===== src/rtl/cms_axis_pkg.sv =====
// Shared widths and helpers for the CMS trace-to-DMA stream path.
// The downsizer states are plain 1-bit constants so older tools can consume them.
package cms_axis_pkg;

    localparam int CMS_AXI_DATA_WIDTH = 1024;
    localparam int CMS_DMA_DATA_WIDTH = 256;

    localparam logic [0:0] DS_EMPTY = 1'b0;
    localparam logic [0:0] DS_SEND  = 1'b1;

    // A legal split has a whole number of narrow slices, and at least two of them.
    function automatic bit width_ok(input int in_w, input int out_w);
        return (out_w > 0) && (in_w % out_w == 0) && (in_w / out_w >= 2);
    endfunction

endpackage


===== src/rtl/cms_sat_counter.sv =====
// Event counter that sticks at all-ones instead of wrapping, so software
// can tell an overflowed count from a small one.
module cms_sat_counter #(
    parameter int WIDTH = 64
) (
    input  logic             clk,
    input  logic             clear_i,
    input  logic             inc_i,
    output logic [WIDTH-1:0] count_o
);

    logic [WIDTH-1:0] count_q;
    logic [WIDTH-1:0] count_d;

    always_comb begin
        count_d = count_q;
        if (inc_i && (count_q != '1)) begin
            count_d = count_q + WIDTH'(1);
        end
    end

    always_ff @(posedge clk) begin
        if (clear_i) begin
            count_q <= '0;
        end else begin
            count_q <= count_d;
        end
    end

    assign count_o = count_q;

endmodule


===== src/rtl/cms_axis_downsizer.sv =====
// Splits each wide CMS trace item into RATIO narrow beats, LSB slice first,
// and counts accepted items and downstream stall cycles.
module cms_axis_downsizer
    import cms_axis_pkg::*;
#(
    parameter int IN_WIDTH  = CMS_AXI_DATA_WIDTH,
    parameter int OUT_WIDTH = CMS_DMA_DATA_WIDTH,
    parameter int CNT_WIDTH = 64
) (
    input  logic                 clk,
    input  logic                 rst,
    input  logic                 S_AXIS_tvalid,
    output logic                 S_AXIS_tready,
    input  logic [IN_WIDTH-1:0]  S_AXIS_tdata,
    input  logic                 S_AXIS_tlast,
    output logic                 M_AXIS_tvalid,
    input  logic                 M_AXIS_tready,
    output logic [OUT_WIDTH-1:0] M_AXIS_tdata,
    output logic                 M_AXIS_tlast,
    output logic [CNT_WIDTH-1:0] item_count,
    output logic [CNT_WIDTH-1:0] stall_count
);

    localparam int RATIO = IN_WIDTH / OUT_WIDTH;
    localparam int IDX_W = $clog2(RATIO);
    localparam logic [IDX_W-1:0] LAST_IDX = IDX_W'(RATIO - 1);

    if (!width_ok(IN_WIDTH, OUT_WIDTH)) begin : g_bad_width
        $error("cms_axis_downsizer: IN_WIDTH must be a multiple of OUT_WIDTH with a ratio of at least 2");
    end

    logic [IN_WIDTH-1:0]  buf_q, buf_d;
    logic [0:0]           full_q, full_d;
    logic [IDX_W-1:0]     idx_q, idx_d;
    logic                 last_q, last_d;
    logic [CNT_WIDTH-1:0] item_q, item_d;

    logic on_last;
    logic in_hs;
    logic out_hs;

    assign on_last = (idx_q == LAST_IDX);

    // Ready depends combinationally on M_AXIS_tready so a new item can load
    // in the same cycle the last slice leaves, keeping the output gap-free.
    assign S_AXIS_tready = (full_q == DS_EMPTY) || (on_last && M_AXIS_tready);
    assign in_hs         = S_AXIS_tvalid && S_AXIS_tready;
    assign out_hs        = (full_q == DS_SEND) && M_AXIS_tready;

    always_comb begin
        buf_d  = buf_q;
        full_d = full_q;
        idx_d  = idx_q;
        last_d = last_q;
        item_d = item_q;

        if (out_hs) begin
            if (on_last) begin
                full_d = DS_EMPTY;
                idx_d  = '0;
            end else begin
                idx_d = idx_q + IDX_W'(1);
            end
        end

        // A load overrides the drain above when both land on the same edge.
        if (in_hs) begin
            buf_d  = S_AXIS_tdata;
            last_d = S_AXIS_tlast;
            idx_d  = '0;
            full_d = DS_SEND;
            item_d = item_q + CNT_WIDTH'(1);
        end
    end

    always_ff @(posedge clk) begin
        if (rst) begin
            buf_q  <= '0;
            full_q <= DS_EMPTY;
            idx_q  <= '0;
            last_q <= 1'b0;
            item_q <= '0;
        end else begin
            buf_q  <= buf_d;
            full_q <= full_d;
            idx_q  <= idx_d;
            last_q <= last_d;
            item_q <= item_d;
        end
    end

    assign M_AXIS_tvalid = (full_q == DS_SEND);
    assign M_AXIS_tdata  = buf_q[int'(idx_q) * OUT_WIDTH +: OUT_WIDTH];
    assign M_AXIS_tlast  = (full_q == DS_SEND) && last_q && on_last;
    assign item_count    = item_q;

    cms_sat_counter #(
        .WIDTH(CNT_WIDTH)
    ) u_stall_cnt (
        .clk    (clk),
        .clear_i(rst),
        .inc_i  ((full_q == DS_SEND) && !M_AXIS_tready),
        .count_o(stall_count)
    );

endmodule

===== config.mk =====
export PLATFORM = sky130hd
export DESIGN_NAME = cms_axis_downsizer
export DESIGN_NICKNAME = d
export VERILOG_FILES = /design/src/rtl/cms_axis_pkg.sv /design/src/rtl/cms_sat_counter.sv /design/src/rtl/cms_axis_downsizer.sv
export SDC_FILE = /design/constraint.sdc
export NUM_CORES = 2
export LEC_CHECK = 0
export ABC_AREA = 1
export BUFFER_PORTS_ARGS = -buffer_cell sky130_fd_sc_hd__buf_2
export CAP_MARGIN = 10
export CORE_AREA = 10 10 541 543
export DETAILED_ROUTE_END_ITERATION = 12
export DIE_AREA = 0 0 551 553
export SLEW_MARGIN = 30
export SYNTH_ARGS = -nofsm -noshare
export SYNTH_HDL_FRONTEND = slang
export SYNTH_SLANG_ARGS = --single-unit

===== constraint.sdc =====
create_clock -name clk -period 3.7 [get_ports clk]
set_input_delay 0.74 -clock clk [delete_from_list [all_inputs] [get_ports clk]]
set_output_delay 0.74 -clock clk [all_outputs]
set_load 0.1 [all_outputs]

==> impl_metrics.ini <==
[yosys]
synth_edf_count = 0
syn_nets = 8260
synth.distinct_cells = 38
synthesis.area_sq_mm = 0.0493
avgSynthCellArea_sq_um = 6.82
async_flop_share = 0
yosysWarnings = 0
synth_top_area_frac = 0.469
synthTopCellsByArea = dfxtp_1, nor2_1, o21ai_0
ys.flop_type = dfxtp_1
ys_ff_latch = 1156
yosysMostFrequentCell = nor2_1
netlist_instances = 7228
yosys-top-cells-count = nor2_1, o21ai_0, dfxtp_1
synth_top_area_cell = dfxtp_1
yosysSeqAreaShare = 0.469

[global_route]
grt_pass1_vias = 52400
grt_max_degree = 152
antenna_found_initial = 183
grt_pass1_wl_microns = 409000
overflow = 0
track_usage = 0.185

[die]
initial_core_util = 0.175
die_w_microns = 551
ios = 1416
rows = 195
die_h_microns = 553
die-area_sq_mm = 0.305
core_sq_mm = 0.282

[sta]
skew_ns = 0.0654
max_freq_mhz = 269
slew_viol_final = 0
period_minus_slack_ns = 3.72
worst_pin_slew_ns = 0.900
setup_viol = 1
timing.final.crit_share = 1.01
tns_ns = -0.0231
hold_viol = 0
whs_ns = 0.162
relSlewSlack = 0.398
fin_ws_ns = -0.0231

[status]
violations = setup timing
outcome = complete, but fails checks

[pwr]
p_per_area_mw_per_mm2 = 526
p_leak_nw = 28.8
irDropWorstVdd_mv = 0.291

[detailed_routing]
dr.pass1.iters = 6
via_count = 55900
finalWirelength_microns = 301000
dr.first_iter.drc_count = 5247
vias_per_cell = 4.53
postRouteAntennaNets = 0
drc = 0
wl_per_cell_microns = 24.3

[critical_path]
critPathMaxFanout = 64
endpoint_kind = output pin
cp.required_ns = 2.96
start_kind = flip-flop
cp.arrival_ns = 2.98
worstSetupPathType = reg -> out

[placed_design]
dp_hpwl_microns = 237000
io_buffers = 1415
gp_congestion = 0.965

[cells_and_area]
nets = 9460
drive_above_1_share = 0.220
area_growth_pct = 39.5

[cts]
clock_sink_count = 1156
cts-root-buf = clkbuf_16
clk_latency_ns = 0.81
htreeDepth = 4
cts_tree = built
cts_buffers = 146
clockBufferDepth = 4
path_clk_slew_ns = 0.07

[run]
cap_violations = 0

[min_path]
hold_class = in -> reg
## cell families (layout without fill, tap and decap cells)
group,after synthesis,after routing,synth area share
simple gates,3488,3488,0.275
fa+ha+maj,3,3,0.000761
xor+xnor,3,3,0.000533
compound gates,1916,1916,0.201
flops,1156,1156,0.469
buf+inv,662,1969,0.0536
other cells,0,80,0
## critical path, stage by stage, from the launching register on
cell     delay, ns
dfxtp_4       0.46
buf_12        0.24
buf_6         0.30
o21ai_0       0.19
o22ai_1       0.40
buf_12        0.23
## metrics by stage
| step | cells | util | setup slack (ns) | cell area, sq um | total power [mW] |
|---|---|---|---|---|---|
| after global placement | 12000 | 0.225 | -0.419 | 63400 | 21.6 |
| final | 12400 | 0.244 | -0.0231 | 68800 | 36.2 |
| after CTS | 12300 | 0.244 | -0.0255 | 68600 | 36.5 |
| after detailed placement | 12000 | 0.225 | 0.632 | 63400 | 21.6 |
| after floorplan | 7228 | - | 0.119 | 49300 | 18.4 |
| after global routing | 12300 | 0.244 | -0.00119 | 68800 | 37.5 |
## flip-flops by register name (all words and copies together) (netlist names)
name and flops:
buf_q 1024, last_q 1, item_count 64, M_AXIS_tvalid 1
idx_q 2, u_stall_cnt.count_o 64
## area by class of cell
class	count	area (sq um)
sequential	1156	23100
antenna	80	200
clock buffer	219	4350
tap	3743	4680
timing repair buffer	1590	11700
multi-input combinational	5410	23700
inverter	124	502
fill	31700	213000
clock inverter	36	520
## repair_timing
action,in CTS,in global routing
hold buffers,0,0
buffers inserted,0,0
cloned,2,0
endpoints found under the setup margin,107,36
endpoints found under the hold margin,0,0
resized for setup,51,11
## worst paths after layout
check | slack [ns] | endpoint | cells past startpoint | start
setup reg to reg | 0.87 | item_count[42]$_SDFFE_PP0P_ | 13 | idx_q[0]$_SDFFE_PP0P_
hold / removal | 0.16 | buf_q[100]$_SDFFE_PP0P_ | 3 | S_AXIS_tdata[100]
setup / recovery | -0.02 | M_AXIS_tdata[79] | 5 | idx_q[1]$_SDFFE_PP0P_
hold reg to reg | 0.47 | buf_q[520]$_SDFFE_PP0P_ | 2 | buf_q[520]$_SDFFE_PP0P_
## power breakdown
group          internal [mW]  switching (mW)
Clock                   8.73            6.09
Sequential              13.3           0.655
Combinational           2.25            5.16
Total                   24.3            11.9
## placed cells by master, fill, tap and decap left out, types with 10 or more instances in the layout
master and instances:
a21oi_1 85, nor3_1 35, clkbuf_8 36, nand4_1 32
clkbuf_1 34, o22ai_2 27, o21ai_0 1563, buf_12 211
o22ai_1 229, dfxtp_1 1154, buf_2 1220, nor2_2 14
inv_1 119, clkinv_2 10, buf_4 142, nand2_1 382
nand3_1 102, diode_2 80, clkbuf_16 149, nor2_1 2881
## metal layers
| layer | wire (microns) | vias to the layer above | track usage |
|---|---|---|---|
| met5 | 580 | - | 0 |
| met4 | 10200 | 90 | 0.0622 |
| met3 | 27800 | 568 | 0.0565 |
| met2 | 133000 | 2563 | 0.290 |
| met1 | 129000 | 26500 | 0.239 |
| li1 | - | 26200 | - |
Power figures use the tool's default switching activity.
